**src/rtl/ahb_pkg.sv**
```systemverilog
// AHB-Lite encodings shared by the burst master and the SRAM slave interface.
package ahb_pkg;

   localparam logic [1:0] HTRANS_IDLE   = 2'b00;
   localparam logic [1:0] HTRANS_BUSY   = 2'b01;
   localparam logic [1:0] HTRANS_NONSEQ = 2'b10;
   localparam logic [1:0] HTRANS_SEQ    = 2'b11;

   localparam logic [2:0] HBURST_SINGLE = 3'd0;
   localparam logic [2:0] HBURST_INCR   = 3'd1;
   localparam logic [2:0] HBURST_WRAP4  = 3'd2;
   localparam logic [2:0] HBURST_INCR4  = 3'd3;
   localparam logic [2:0] HBURST_WRAP8  = 3'd4;
   localparam logic [2:0] HBURST_INCR8  = 3'd5;
   localparam logic [2:0] HBURST_WRAP16 = 3'd6;
   localparam logic [2:0] HBURST_INCR16 = 3'd7;

   localparam logic [2:0] HSIZE_BYTE = 3'd0;
   localparam logic [2:0] HSIZE_HW   = 3'd1;
   localparam logic [2:0] HSIZE_WORD = 3'd2;

   localparam logic [1:0] HRESP_OKAY  = 2'b00;
   localparam logic [1:0] HRESP_ERROR = 2'b01;

   localparam int unsigned BEAT_W = 5;

   typedef enum logic [1:0] {
      MST_IDLE,
      MST_ADDR,
      MST_LAST,
      MST_ERR
   } mst_state_t;

   // Beat count of a burst; undefined-length INCR takes len, with 0 meaning 1.
   function automatic logic [BEAT_W-1:0] beats_of(input logic [2:0] hburst,
                                                  input logic [BEAT_W-1:0] len);
      case (hburst)
         HBURST_INCR:                  beats_of = (len == '0) ? BEAT_W'(1) : len;
         HBURST_WRAP4,  HBURST_INCR4:  beats_of = BEAT_W'(4);
         HBURST_WRAP8,  HBURST_INCR8:  beats_of = BEAT_W'(8);
         HBURST_WRAP16, HBURST_INCR16: beats_of = BEAT_W'(16);
         default:                      beats_of = BEAT_W'(1);
      endcase
   endfunction

   function automatic logic is_wrap(input logic [2:0] hburst);
      return (hburst == HBURST_WRAP4) || (hburst == HBURST_WRAP8) ||
             (hburst == HBURST_WRAP16);
   endfunction

endpackage

```
**src/rtl/ahb_addr_gen.sv**
```systemverilog
// Next beat address for INCR/WRAP bursts and 1KB boundary crossing detect.
module ahb_addr_gen
   import ahb_pkg::*;
#(
   parameter int unsigned AW = 32
) (
   input  logic [AW-1:0]     addr,
   input  logic [2:0]        size,
   input  logic [2:0]        burst,
   input  logic [BEAT_W-1:0] beats,
   output logic [AW-1:0]     next_addr_c,
   output logic              cross_1k_c
);

   logic [AW-1:0] inc;
   logic [AW-1:0] incr_addr;
   logic [AW-1:0] wrap_mask;

   always_comb begin
      inc         = AW'(1) << size;
      incr_addr   = addr + inc;
      wrap_mask   = (AW'(beats) << size) - AW'(1);
      next_addr_c = incr_addr;
      if (is_wrap(burst)) begin
         next_addr_c = (addr & ~wrap_mask) | (incr_addr & wrap_mask);
      end
      // Wrapping bursts stay inside an aligned window, so only INCR types can cross.
      cross_1k_c  = !is_wrap(burst) && (next_addr_c[AW-1:10] != addr[AW-1:10]);
   end

endmodule

```
**src/rtl/ahb_burst_master.sv**
```systemverilog
// AHB-Lite burst master: turns one command into a pipelined address/data burst.
module ahb_burst_master
   import ahb_pkg::*;
#(
   parameter int unsigned AW = 32,
   parameter int unsigned DW = 32
) (
   input  logic          hclk,
   input  logic          hreset,
   input  logic          cmd_valid,
   output logic          cmd_ready,
   input  logic [AW-1:0] cmd_addr,
   input  logic          cmd_write,
   input  logic [2:0]    cmd_size,
   input  logic [2:0]    cmd_burst,
   input  logic [4:0]    cmd_len,
   input  logic [DW-1:0] wdata,
   output logic          wdata_req,
   output logic [DW-1:0] rdata,
   output logic          rdata_valid,
   output logic          done,
   output logic          err,
   output logic          busy,
   output logic [AW-1:0] haddr,
   output logic [1:0]    htrans,
   output logic          hwrite,
   output logic [2:0]    hsize,
   output logic [2:0]    hburst,
   output logic [DW-1:0] hwdata,
   input  logic          hready,
   input  logic [1:0]    hresp,
   input  logic [DW-1:0] hrdata
);

   mst_state_t        state_q, state_d;
   logic [BEAT_W-1:0] beat_cnt_q, beat_cnt_d;
   logic [BEAT_W-1:0] beats_q, beats_d;
   logic              dp_valid_q, dp_valid_d;
   logic              dp_write_q, dp_write_d;
   logic [AW-1:0]     haddr_d;
   logic [1:0]        htrans_d;
   logic              hwrite_d;
   logic [2:0]        hsize_d;
   logic [2:0]        hburst_d;
   logic [DW-1:0]     hwdata_d;
   logic              cmd_ready_d, done_d, err_d, busy_d;
   logic              ahb_err_c;
   logic [AW-1:0]     next_addr_c;
   logic              cross_1k_c;

   ahb_addr_gen #(.AW(AW)) u_addr_gen (
      .addr        (haddr),
      .size        (hsize),
      .burst       (hburst),
      .beats       (beats_q),
      .next_addr_c (next_addr_c),
      .cross_1k_c  (cross_1k_c)
   );

   assign rdata       = hrdata;
   assign rdata_valid = dp_valid_q && !dp_write_q && hready;
   // First cycle of a two-cycle ERROR response on the pending data phase.
   assign ahb_err_c   = dp_valid_q && (hresp == HRESP_ERROR) && !hready;

   always_comb begin
      state_d    = state_q;
      beat_cnt_d = beat_cnt_q;
      beats_d    = beats_q;
      dp_valid_d = dp_valid_q;
      dp_write_d = dp_write_q;
      haddr_d    = haddr;
      htrans_d   = htrans;
      hwrite_d   = hwrite;
      hsize_d    = hsize;
      hburst_d   = hburst;
      hwdata_d   = hwdata;
      done_d     = 1'b0;
      err_d      = 1'b0;
      wdata_req  = 1'b0;

      case (state_q)
         MST_IDLE: begin
            if (cmd_valid && cmd_ready) begin
               if (cmd_size > HSIZE_WORD) begin
                  err_d = 1'b1;
               end else begin
                  state_d    = MST_ADDR;
                  beats_d    = beats_of(cmd_burst, cmd_len);
                  beat_cnt_d = beats_of(cmd_burst, cmd_len);
                  haddr_d    = cmd_addr & ~((AW'(1) << cmd_size) - AW'(1));
                  htrans_d   = HTRANS_NONSEQ;
                  hwrite_d   = cmd_write;
                  hsize_d    = cmd_size;
                  hburst_d   = cmd_burst;
               end
            end
         end
         MST_ADDR: begin
            if (ahb_err_c) begin
               htrans_d   = HTRANS_IDLE;
               dp_valid_d = 1'b0;
               state_d    = MST_ERR;
            end else if (hready) begin
               dp_valid_d = 1'b1;
               dp_write_d = hwrite;
               beat_cnt_d = beat_cnt_q - BEAT_W'(1);
               if (hwrite) begin
                  wdata_req = 1'b1;
                  hwdata_d  = wdata;
               end
               if (beat_cnt_q == BEAT_W'(1)) begin
                  htrans_d = HTRANS_IDLE;
                  state_d  = MST_LAST;
               end else begin
                  haddr_d  = next_addr_c;
                  htrans_d = cross_1k_c ? HTRANS_NONSEQ : HTRANS_SEQ;
               end
            end
         end
         MST_LAST: begin
            if (ahb_err_c) begin
               dp_valid_d = 1'b0;
               state_d    = MST_ERR;
            end else if (hready) begin
               dp_valid_d = 1'b0;
               done_d     = 1'b1;
               state_d    = MST_IDLE;
            end
         end
         MST_ERR: begin
            if (hready) begin
               err_d   = 1'b1;
               state_d = MST_IDLE;
            end
         end
         default: state_d = MST_IDLE;
      endcase

      // Ready only once idle for a full cycle, leaving a bubble after each burst.
      cmd_ready_d = (state_q == MST_IDLE) && (state_d == MST_IDLE);
      busy_d      = (state_d != MST_IDLE);
   end

   always_ff @(posedge hclk) begin
      if (hreset) begin
         state_q    <= MST_IDLE;
         beat_cnt_q <= '0;
         beats_q    <= '0;
         dp_valid_q <= 1'b0;
         dp_write_q <= 1'b0;
         haddr      <= '0;
         htrans     <= HTRANS_IDLE;
         hwrite     <= 1'b0;
         hsize      <= '0;
         hburst     <= '0;
         hwdata     <= '0;
         cmd_ready  <= 1'b1;
         done       <= 1'b0;
         err        <= 1'b0;
         busy       <= 1'b0;
      end else begin
         state_q    <= state_d;
         beat_cnt_q <= beat_cnt_d;
         beats_q    <= beats_d;
         dp_valid_q <= dp_valid_d;
         dp_write_q <= dp_write_d;
         haddr      <= haddr_d;
         htrans     <= htrans_d;
         hwrite     <= hwrite_d;
         hsize      <= hsize_d;
         hburst     <= hburst_d;
         hwdata     <= hwdata_d;
         cmd_ready  <= cmd_ready_d;
         done       <= done_d;
         err        <= err_d;
         busy       <= busy_d;
      end
   end

endmodule

```
**config.mk**
```make
export PLATFORM = sky130hd
export DESIGN_NAME = ahb_burst_master
export DESIGN_NICKNAME = d
export VERILOG_FILES = /design/src/rtl/ahb_pkg.sv /design/src/rtl/ahb_addr_gen.sv /design/src/rtl/ahb_burst_master.sv
export SDC_FILE = /design/constraint.sdc
export NUM_CORES = 1
export LEC_CHECK = 0
export ABC_AREA = 1
export CAP_MARGIN = 20
export CELL_PAD_IN_SITES_DETAIL_PLACEMENT = 0
export CELL_PAD_IN_SITES_GLOBAL_PLACEMENT = 1
export CORE_MARGIN = 5
export CORE_UTILIZATION = 25
export CTS_BUF_LIST = sky130_fd_sc_hd__clkbuf_2
export CTS_CLUSTER_DIAMETER = 60
export DETAILED_ROUTE_END_ITERATION = 8
export GPL_ROUTABILITY_DRIVEN = 0
export PLACE_DENSITY = 0.8
export SKIP_LAST_GASP = 1
export SLEW_MARGIN = 20
export SYNTH_ARGS = -nofsm -noshare
export SYNTH_HDL_FRONTEND = slang
export SYNTH_SLANG_ARGS = --single-unit
```
**constraint.sdc**
```tcl
create_clock -name hclk -period 2.75 [get_ports hclk]
set_input_delay 0.4125 -clock hclk [delete_from_list [all_inputs] [get_ports hclk]]
set_output_delay 0.4125 -clock hclk [all_outputs]
set_load 0.02 [all_outputs]
```
==> After elaboration in Yosys (flattened, before gate mapping) <==
Index checks and enable logic that the tools add are counted.
{ "word_totals": {"word_cells": 126, "reg_bits": 91} }
{ "op_classes": {"n_bitwise": 9, "mux": 42, "magnitude_cmp": 1, "reduce_logical": 29, "n_shift": 3, "n_eq_ne": 23, "n_addsub": 4} }
{ "ops": {"columns": ["operator", "count"], "rows": [
  ["2-to-1 mux 32 bit", 6],
  ["bitwise AND 32 bit", 3],
  ["inverter 32 bit", 2],
  ["case mux 32 bit (2 select lines)", 1],
  ["left shift 1 x 3 -> 32 bit (first input constant)", 2],
  ["subtractor 32 x 1 -> 32 bit (second input constant)", 2],
  ["adder 32 bit", 1],
  ["OR 32 bit", 1],
  ["left shift 5 x 3 -> 32 bit", 1],
  ["2-to-1 mux 5 bit", 5],
  ["2-to-1 mux 2 bit", 12],
  ["!= test 22 bit", 1],
  ["case mux 5 bit (4 select lines)", 1],
  ["equality test 3 bit (second input constant)", 6],
  ["2-to-1 mux 1 bit", 12],
  ["!= test 2 bit (second input constant)", 5],
  ["case mux 5 bit (2 select lines)", 1],
  ["equality test 3 x 2 -> 1 bit (second input constant)", 3],
  ["AND reduction 3 bit", 3],
  ["case mux 2 bit (4 select lines)", 1],
  ["AND reduction 4 bit", 2],
  ["logical AND 1 bit", 7],
  ["!= test 3 bit (second input constant)", 2],
  ["AND reduction 6 bit", 1],
  ["other kinds (17)", 30]
]} }

==> Logic depth before layout (Yosys ltp) <==
{ "depth": {"ltp_word": 13, "mapped_depth": 23} }

==> By module <==
From an unflattened synthesis, not the netlist that was laid out.
{ "hier_totals": {"cells_unflattened": 963, "hier_area_um2": 6348.6} }
{ "by_module_without_submodules": {"columns": ["module", "area_each_um2", "cells_each", "n_inst"], "rows": [
  ["ahb_burst_master", 4430.5, 622, 1],
  ["ahb_addr_gen", 1918.1, 341, 1]
]} }

==> Worst setup path after synthesis <==
Ideal clock, no wire load.
{ "synth_timing": {"path_kind": "flip-flop to flip-flop", "from": "reg hsize[0]", "to": "reg htrans[0]", "setup_time_ns": 0.132, "stages_incl_launch_ff": 20, "arrival_ns": 2.471, "slack_ns": 0.147, "period_less_slack_ns": 2.603, "n_path_buf": 1, "cell_sequence": "dfxtp_1 buf_6 inv_6 nor2_1 inv_1 nor2_1 fa_1 nand2_1 a21oi_2 nand2_1 nand2_2 nand2_1 nor3b_1 nand3b_2 nand2_1 nor2_1 nand2_1 nand2_1 nand2_1 a21oi_1"} }
{ "synth_via": {"elab_chain_len": 13, "elab_cells_between_ends": 16, "cone_classes": "add/sub: 2; eq/ne: 1; shift: 2; mux: 6; bitwise: 4; reduce/logical: 1"} }
{ "synth_lines": {"columns": ["element", "line_no", "text"], "rows": [
  ["start: declaration", "ahb_burst_master.sv:27", "output logic [2:0] hsize,"],
  ["start signal: assignment", "ahb_burst_master.sv:170", "hsize <= hsize_d;"],
  ["left shift 5 x 3 -> 32 bit", "ahb_addr_gen.sv:22", "wrap_mask = (AW'(beats) << size) - AW'(1);"],
  ["subtractor 32 x 1 -> 32 bit", "ahb_addr_gen.sv:22", null],
  ["inverter 32 bit", "ahb_addr_gen.sv:25", "next_addr_c = (addr & ~wrap_mask) | (incr_addr & wrap_mask);"],
  ["bitwise AND 32 bit", "ahb_addr_gen.sv:25", null],
  ["OR 32 bit", "ahb_addr_gen.sv:25", null],
  ["2-to-1 mux 32 bit (*)", "ahb_addr_gen.sv:24", "if (is_wrap(burst)) begin"],
  ["!= test 22 bit (*)", "ahb_addr_gen.sv:28", "cross_1k_c = !is_wrap(burst) && (next_addr_c[AW-1:10] != addr[AW-1:10]);"],
  ["logical AND 1 bit (*)", "ahb_addr_gen.sv:28", null],
  ["2-to-1 mux 1 bit (*)", "ahb_burst_master.sv:116", "htrans_d = cross_1k_c ? HTRANS_NONSEQ : HTRANS_SEQ;"],
  ["2-to-1 mux 2 bit (*)", "ahb_burst_master.sv:111", "if (beat_cnt_q == BEAT_W'(1)) begin"],
  ["2-to-1 mux 2 bit (*)", "ahb_burst_master.sv:103", "end else if (hready) begin"],
  ["2-to-1 mux 2 bit (*)", "ahb_burst_master.sv:99", "if (ahb_err_c) begin"],
  ["case mux 2 bit (2 select lines) (*)", "ahb_burst_master.sv:81", "case (state_q)"],
  ["end signal: assignment", "ahb_burst_master.sv:168", "htrans <= htrans_d;"],
  ["end: declaration", "ahb_burst_master.sv:25", "output logic [1:0] htrans,"]
]} }
Mark *: on every way between the ends. The rest lies on a longest branch, timed or not. The select of a mux whose other input is x is not followed.
A chain may end at the register's enable or synchronous reset.

==> Final worst setup path <==
{ "layout_timing": {"from": "reg hsize[0]", "to": "reg haddr[11]"} }
{ "layout_via": {"elab_chain_len": 10, "elab_cells_between_ends": 13, "cone_classes": "add/sub: 2; shift: 2; mux: 5; bitwise: 4"} }
{ "layout_lines": {"columns": ["element", "line_no", "text"], "rows": [
  ["left shift 5 x 3 -> 32 bit", "ahb_addr_gen.sv:22", null],
  ["subtractor 32 x 1 -> 32 bit", "ahb_addr_gen.sv:22", null],
  ["inverter 32 bit", "ahb_addr_gen.sv:25", null],
  ["bitwise AND 32 bit", "ahb_addr_gen.sv:25", null],
  ["OR 32 bit", "ahb_addr_gen.sv:25", null],
  ["2-to-1 mux 32 bit (*)", "ahb_addr_gen.sv:24", null],
  ["2-to-1 mux 32 bit (*)", "ahb_burst_master.sv:111", null],
  ["2-to-1 mux 32 bit (*)", "ahb_burst_master.sv:103", null],
  ["2-to-1 mux 32 bit (*)", "ahb_burst_master.sv:99", null],
  ["case mux 32 bit (2 select lines) (*)", "ahb_burst_master.sv:81", null],
  ["end signal: assignment", "ahb_burst_master.sv:167", "haddr <= haddr_d;"],
  ["end: declaration", "ahb_burst_master.sv:24", "output logic [AW-1:0] haddr,"]
]} }
Marks and branches as above.

==> results.toml <==
[cells_and_area]
stdcell_count = 1341
synthToLayoutAreaGrowth_pct = 37.56
final_common_cell = "nand2_1"
layout_common_cells = "nand2_1 (203), clkdlybuf4s50_1 (158), a21oi_1 (103)"
drive_gt1_share_pct = 13.32
nets = 1148
fillers = 2585

[synth]
synth_cell_type_count = 53
avgSynthCellArea_um2 = 6.711
synth_flop_cell = "dfxtp_1"
synth-edff-count = 0
syn-cell-area_mm2 = 0.005846
yosys.area.top_type_share_pct = 31.16
synth_seq_cells = 91
synth_nets = 1003
ys_top_cells_by_area = "dfxtp_1 (31%), nand2_1 (14%), a21oi_1 (9.2%), nor2_1 (5.8%), o21ai_0 (4.9%)"
yosysWarnings = 0
syn_inst = 871
yosysSeqAreaShare_pct = 31.16
async_flop_share_pct = 0
synth_top_cell_by_area = "dfxtp_1"

[critical_path]
path_class = "flip-flop to flip-flop"
worst_ep_required_time_ns = 3.24
crit_fanout = 6
critical_path.startpoint_type = "flip-flop"
cp-end-kind = "flip-flop"
crit_arrival_ns = 3.14

[drt]
viasPerCell = 4.568
via_count = 6126
detail-route-antenna-nets = 0
drt_pre_antenna_iters = 4
wire_per_inst_um = 15.02
drtIter0Drc = 291
drc = 0
wl_um = 20140

[power]
p_leak_nw = 3.093
p_per_area_mw_per_mm2 = 596.9
ir_drop_uv = 226.4

[clocking]
cts_made_buffers = 9
cts.sinks = 91
cts_max_level = 3
clock_path_buffers = 2
clockRootBuffer = "clkbuf_2"
insertion_delay_ns = 0.62
cts_tree = "done"
path_clk_slew_ns = 0.29

[sta]
timing_hold_violations_final = 0
worst_slew_pin_slew_ns = 0.8120
period_minus_slack_ns = 2.652
clock_skew_ns = 0.03920
fmax_mhz = 377.1
report.final.slew_viol_count = 0
finalSetupTns_ns = 0
rsz0062_at_grt = "yes"
maxSlewHeadroom_pct = 45.87
setup_viol = 0
period_share_pct = 96.42

[die]
io_pins = 225
fp.dieH_um = 162.9
fp.dieW_um = 162.9
start_util_pct = 25.13
coreArea_mm2 = 0.02326
rows = 56
dieArea_mm2 = 0.02654

[status]
outcome = "finished clean"

[global_routing]
first_global_vias = 6019
grt_pass1_wl_um = 31320
grt_usage_pct = 14.77
grt_max_degree = 68
antenna_found_initial = 1
overflow = 0

[placed_design]
hpwlAfterDp_um = 15270
place_inst = 1317
port_buffers = 160

[job]
max_cap_viol_count = 0

[min_path]
holdCritPathClass = "input pin to flip-flop"
==> worst paths after layout <==
| check | start | endpoint | slack [ns] | cells past startpoint |
|---|---|---|---|---|
| max reg2reg | hsize[0]$_SDFFE_PP0P_ | haddr[11]$_SDFFE_PP0P_ | 0.1 | 18 |
| max | hsize[0]$_SDFFE_PP0P_ | haddr[11]$_SDFFE_PP0P_ | 0.1 | 18 |
| min | wdata[21] | hwdata[21]$_SDFFE_PP0P_ | 0.33 | 3 |
| min reg2reg | hwdata[14]$_SDFFE_PP0P_ | hwdata[14]$_SDFFE_PP0P_ | 0.48 | 2 |
==> report_power, final <==
part	leakage, nW	switching (mW)	internal (mW)
Sequential	0.741	0.207	1.50
Combinational	2.29	1.38	0.990
Clock	0.0656	0.514	0.212
Total	3.09	2.10	2.70
==> metal layers <==
metal,vias up,wire [µm],global-route usage [%]
met5,-,20,0
met4,2,429,5.147
met3,31,1525,5.087
met2,150,9540,24.64
met1,2795,8623,17.71
li1,3148,-,-
==> cells in the mapped netlist, types with 2 or more instances <==
master	count
a21oi_1	107
o21ai_1	10
a221oi_1	3
nand4_1	10
a31oi_1	3
dfxtp_1	91
nor3_1	13
a21oi_2	2
buf_4	37
nand3_2	6
o21ai_0	57
nand3_1	34
a22oi_1	2
buf_2	3
xor2_1	20
nor3_2	4
buf_1	3
inv_2	7
or2_2	2
a21o_1	2
nand2_2	8
ha_1	17
nand2_4	4
nor2_2	4
clkbuf_1	21
o211ai_1	9
buf_6	2
nor2_1	91
mux2i_1	2
xnor2_1	5
nor4_1	2
o31ai_1	2
nand2_1	213
inv_1	56
==> cells by family (layout without fill, tap and decap cells) <==
| logic type | count (synthesis) | after routing | synth area share, % |
|---|---|---|---|
| flip-flops | 91 | 91 | 31.16 |
| AO/OA/AOI/OAI | 204 | 204 | 18.84 |
| adder cells (fa/ha/maj) | 18 | 18 | 3.981 |
| AND/OR/NAND/NOR | 400 | 400 | 30.69 |
| other | 0 | 1 | 0 |
| multiplexers | 2 | 2 | 0.3425 |
| buffers and inverters | 131 | 281 | 11.24 |
| XOR/XNOR | 25 | 25 | 3.746 |
==> through the flow <==
step	total power, mW	worst slack (ns)	hold slack, ns	utilization [%]	area, µm²
4_1_cts	4.742	0.01846	0.2436	33.56	7807
6_report	4.800	0.09840	0.3316	34.57	8041
2_1_floorplan	3.146	0.1470	0.4442	-	5846
5_1_grt	5.162	-0.06625	0.2599	34.56	8039
3_5_place_dp	3.998	-0.02552	0.4547	33.09	7699
3_3_place_gp	3.987	0.07851	0.4506	33.09	7699
==> cell type report <==
class	count	area [µm²]	share of cell area [%]
Clock inverter	5	53.80	0.6691
Multi-Input combinational cell	649	3523	43.82
Antenna cell	1	2.502	0.03112
Timing Repair Buffer	200	1923	23.91
Inverter	65	251.5	3.127
Sequential cell	91	1833	22.79
Clock buffer	11	55.05	0.6846
Tap cell	319	399.1	4.963
==> timing repair <==
action	CTS	global route
pin swaps	0	14
gates resized for setup	2	51
endpoints found under the setup margin	11	23
gates cloned	0	0
hold buffers	0	0
buffers inserted	0	7
==> worst max-delay path, stage by stage, from the launching register on <==
cell and delay, ns:
dfxtp_4 0.48, inv_6 0.05, buf_8 0.13, nand2_4 0.07, nand3_4 0.07, nand3_2 0.08
nand4_1 0.11, nor2_2 0.16, inv_2 0.07, nor3_4 0.21, nand2_2 0.09, nor2_2 0.11
ha_2 0.27, nand2_1 0.06, nand4_1 0.15, xor2_1 0.18, nand2_1 0.07, o211ai_1 0.09
a21oi_1 0.08
Power figures use the tool's default switching activity.
==> RTL change 1 (config.mk and constraints unchanged) <==
Change the parameter `DW` from 32 to 24.
--- a/src/rtl/ahb_burst_master.sv
+++ b/src/rtl/ahb_burst_master.sv
@@ -3,7 +3,7 @@
    import ahb_pkg::*;
 #(
    parameter int unsigned AW = 32,
-   parameter int unsigned DW = 32
+   parameter int unsigned DW = 24
 ) (
    input  logic          hclk,
    input  logic          hreset,
Ports: changed (resized hrdata, hwdata, rdata and wdata); port bits go from 225 to 193. The function was not compared with the original's and may differ.
==> RTL change 1 against the unedited design <==
Clock skew is 0.0073 ns higher. Final cell count down 4.5%. Sequential share of layout area shrank 0.66 points. Hold slack lost 0.0085 ns. Setup slack gained 0.12 ns. Area after synthesis decreased by 3.4%. Sequential cell count fell by 8. Design area shrank 6.1%. Wire length fell by 4.1%. Global-route usage decreased by 0.081 points. Highest routed layer unchanged.
Power is not compared: it rests on default switching activity, and its combinational part moved more than twofold at a synthesized area within 25%.
==> RTL change 1: results (changes against the unedited design) <==
metric	value	unit	change
status	finished, final reports clean		
p_int	0.00197	W	
crit_path_max_fanout	8		+2
post_cts_buffers	0		unchanged
placed_area	7330	um2	-4.8%
r2r_slack	0.22	ns	+0.12 ns
antenna_found_initial	2		+1
synth_xor_xnor_area_share	0.0372		-0.000240
drive_above_1_share	0.103		-0.0306
yosysUniqueCellTypes	49		-7.5%
grt_first_pass_wirelength	30800	um	-1.7%
final_area	7550	um2	-6.1%
drtIter0Drc	287		-1.4%
synthMuxAreaShare	0.00177		-0.00165
synth_compound_gate_area_share	0.187		-0.00183
hold_path.class	in -> reg		
worstPathArrival	3.03	ns	-0.11 ns
grt_pass1_vias	5842		-2.9%
clock_latency	0.63	ns	
synth-seq-area-share	0.294		-0.0174
grt_max_degree	45		-34%
fin_skew	0.0465	ns	+0.00733 ns
min_from	wdata[9]		
dr.pass1.iters	5		+1
reg2reg_to	htrans[0]$_SDFFE_PP0P_		
cellLeakagePower	3.13	nW	
dp_cells	1263		-4.1%
num_vias	5952		-2.8%
syn_avg_cell_area	6.54	um2	-2.6%
synth_nets	980		-2.3%
worst_pin_slew	0.499	ns	-0.313 ns
synth.area.top_cells	dfxtp_1 29%, nand2_1 11%, nor2_1 9.2%, o21ai_0 6.6%, a21oi_1 5.8%		
num-nets-final	1105		-3.7%
synthTopCellsByCount	159 x nand2_1, 139 x nor2_1, 83 x dfxtp_1, 80 x inv_1, 75 x o21ai_0		
hold_end	hwdata[9]$_SDFFE_PP0P_		
yosys.area_share.adder	0.0412		+0.00139
reg2reg_depth	21		+3
port_buffers	144		-10%
slowest_delay	0.41	ns	-0.07 ns
nFillCells	2459		-4.9%
viasPerCell	4.65		+1.8%
ctsLongestPathBuffers	2		unchanged
crit_slowest_cell	dfxtp_2		
hpwl	14800	um	-3.4%
synth-async-reset-ratio	0		unchanged
wirelength	19300	um	-4.1%
grt_use_total	0.147		-0.000814
[RTL change 1: changes by cell type after synthesis, sizes merged, moves of 8 or more]
cell / before / now
nand3: 41 / 51
dfxtp: 91 / 83
nor2: 97 / 144
o21ai: 67 / 81
a21oi: 109 / 69
buf: 45 / 36
inv: 65 / 89
nand2: 225 / 171
[RTL change 1: how the worst max path moves through the flow]
stage                                from                     end  slack [ns]  cells after the start
global route        hsize[1]$_SDFFE_PP0P_  htrans[0]$_SDFFE_PP0P_       -0.06                     20
detailed placement  hsize[0]$_SDFFE_PP0P_  htrans[0]$_SDFFE_PP0P_         0.1                     17
global placement    hsize[0]$_SDFFE_PP0P_  htrans[0]$_SDFFE_PP0P_        0.17                     17
floorplan           hsize[1]$_SDFFE_PP0P_  htrans[0]$_SDFFE_PP0P_        0.19                     23
finish              hsize[0]$_SDFFE_PP0P_  htrans[0]$_SDFFE_PP0P_        0.22                     21
CTS                 hsize[0]$_SDFFE_PP0P_  htrans[0]$_SDFFE_PP0P_        0.06                     17
[RTL change 1: timing repair]
item / 4_1_cts / 5_1_grt
gates resized for setup: 1 / 24
endpoints found under the setup margin: 1 / 22
pin swaps: 0 / 1
[RTL change 1: power groups by stage]
stage / clock network [W] / registers, W / logic, W
after detailed placement: 0 / 0.00140 / 0.00108
after global placement: 0 / 0.00140 / 0.00107
after CTS: 0.000790 / 0.00138 / 0.00108
after floorplan: 0 / 0.00145 / 0.000620
final: 0.000757 / 0.00138 / 0.00108
after global routing: 0.000844 / 0.00140 / 0.00120
[RTL change 1: area by class of cell]
class | count | area share
multi-input combinational | 635 | 0.450
sequential | 83 | 0.221
clock inverter | 7 | 0.0109
timing repair buffer | 169 | 0.219
tap | 285 | 0.0472
inverter | 91 | 0.0456
antenna | 1 | 0.000332
clock buffer | 9 | 0.00597
[RTL change 1: layer usage]
| layer | vias up | track usage | part of all wire |
|---|---|---|---|
| li1 | 3082 | - | - |
| met4 | 2 | 0.0293 | 0.0085 |
| met3 | 16 | 0.0549 | 0.078 |
| met1 | 2708 | 0.189 | 0.46 |
| met5 | - | 0 | 0.00036 |
| met2 | 144 | 0.238 | 0.45 |
[RTL change 1: logic make-up (layout without fill, tap and decap cells)]
group,Yosys count,in the layout
AO/OA/AOI/OAI,188,188
XOR/XNOR,24,24
adder cells (fa/ha/maj),18,18
buffers and inverters,146,276
flip-flops,83,83
multiplexers,1,1
other,0,1
AND/OR/NAND/NOR,404,404
[RTL change 1: through the flow]
step / setup WS, ns / hold WS [ns]
5_1_grt: -0.0584 / 0.242
3_3_place_gp: 0.169 / 0.456
6_report: 0.218 / 0.323
4_1_cts: 0.0570 / 0.257
2_1_floorplan: 0.193 / 0.446
3_5_place_dp: 0.0986 / 0.465
==> RTL change 2 (config.mk and constraints unchanged) <==
Without the edit above. The 4 states of `mst_state_t` get a one-hot encoding in 4 bits.
--- a/src/rtl/ahb_pkg.sv
+++ b/src/rtl/ahb_pkg.sv
@@ -24,11 +24,11 @@
 
    localparam int unsigned BEAT_W = 5;
 
-   typedef enum logic [1:0] {
-      MST_IDLE,
-      MST_ADDR,
-      MST_LAST,
-      MST_ERR
+   typedef enum logic [3:0] {
+      MST_IDLE = 4'b0001,
+      MST_ADDR = 4'b0010,
+      MST_LAST = 4'b0100,
+      MST_ERR  = 4'b1000
    } mst_state_t;
 
    // Beat count of a burst; undefined-length INCR takes len, with 0 meaning 1.
Check against the original RTL: no difference found for any inputs over 4 cycles, from zero or initial values and one cycle with hreset high; so few cycles prove little.
==> RTL change 2 against the unedited design <==
Die area down 1.1%. Area after synthesis is 1.1% lower. Design area increased by 2.8%. Power is 43% higher. Sequential cell count is 2 higher. Setup slack better by 0.056 ns. Count of clock-buffer cells in the layout is 2 lower. Wire length up 1.8%. Clock skew shrank 0.0038 ns. Clock power grew 4.0%. Critical path type unchanged. Largest cell class unchanged. Highest routed layer is now met4.
==> RTL change 2: results (changes against the unedited design) <==
metric	value	unit	change
status	finished, final reports clean		
ir_worst_vdd	0.527	mV	+130%
instances_no_fill	1362		+1.6%
synth.area.top_cells	dfxtp_1 32%, nand2_1 16%, a21oi_1 8.5%, nor2_1 6.1%, inv_1 4.7%		
dr_wl_met3	1890	um	+24%
worstPathArrival	3.18	ns	+0.04 ns
synthTopCellsByCount	240 x nand2_1, 98 x a21oi_1, 94 x nor2_1, 93 x dfxtp_1, 72 x inv_1		
gr-usage-met1	0.181		+0.00361
grt_use_total	0.150		+0.00255
num-nets-final	1199		+4.4%
place_ws	-0.000965	ns	+0.0246 ns
viasPerCell	4.66		+2.1%
hpwl	15400	um	+0.61%
cellLeakagePower	3.35	nW	+8.4%
cts_root_buffer	clkbuf_2		
dp_cells	1331		+1.1%
grt_first_pass_wirelength	32000	um	+2.3%
drive_above_1_share	0.157		+0.0239
grt_max_degree	65		-4.4%
clock_latency	0.64	ns	+0.02 ns
placed_area	7760	um2	+0.78%
grt_pass1_vias	6227		+3.5%
wirelength	20500	um	+1.8%
yosysUniqueCellTypes	40		-25%
topRoutingLayerUsed	met4		
syn_avg_cell_area	6.41	um2	-4.4%
slowest_delay	0.45	ns	-0.03 ns
drtIter0Drc	288		-1.0%
synth_nets	1029		+2.6%
synth-seq-area-share	0.322		+0.0105
grtUsageMet2	0.254		+0.00720
wl_met1	8750	um	+1.5%
RTL change 2: cell types whose count changed in the layout (fill, tap and decap cells not counted), sizes merged, moves of 11 or more:
cell   change
a21oi     -11
buf       +26
inv       +21
nand3     +12
nand2     +21
RTL change 2: layout make-up:
| class | instances | area, um2 |
|---|---|---|
| fillers | 2430 | 14400 |
| multi-input cells | 657 | 3470 |
| repair buffers | 226 | 2130 |
| flip-flops and latches | 93 | 1870 |
| well taps | 285 | 357 |
| inverters | 84 | 320 |
| clock inverters | 7 | 72.6 |
| clock buffers | 9 | 45.0 |
| diodes | 1 | 2.50 |
RTL change 2: power breakdown:
group | leakage [nW] | internal [W] | switching, W
clock | 0.0720 | 0.000215 | 0.000539
combinational | 2.52 | 0.00176 | 0.00241
sequential | 0.762 | 0.00163 | 0.000316
RTL change 2: worst paths after layout:
check / end / start / slack [ns] / cells past startpoint
setup / recovery: haddr[27]$_SDFFE_PP0P_ / hsize[0]$_SDFFE_PP0P_ / 0.15 / 18
hold / removal: hwdata[14]$_SDFFE_PP0P_ / wdata[14] / 0.27 / 3
setup reg to reg: haddr[27]$_SDFFE_PP0P_ / hsize[0]$_SDFFE_PP0P_ / 0.15 / 18
hold reg to reg: hwdata[7]$_SDFFE_PP0P_ / hwdata[7]$_SDFFE_PP0P_ / 0.48 / 2
RTL change 2: cell families after synthesis:
family	share of synthesized area
simple gates	0.310
compound gates	0.179
buf+inv	0.122
flops	0.322
xor+xnor	0.0349
fa+ha+maj	0.0316
RTL change 2: repair_timing:
| item | in CTS | in global routing |
|---|---|---|
| hold endpoints to repair | 0 | 0 |
| buffers inserted | 0 | 14 |
| setup endpoints to repair | 8 | 25 |
| pin swaps | 0 | 35 |
| cloned | 0 | 0 |
| gates resized for setup | 2 | 85 |
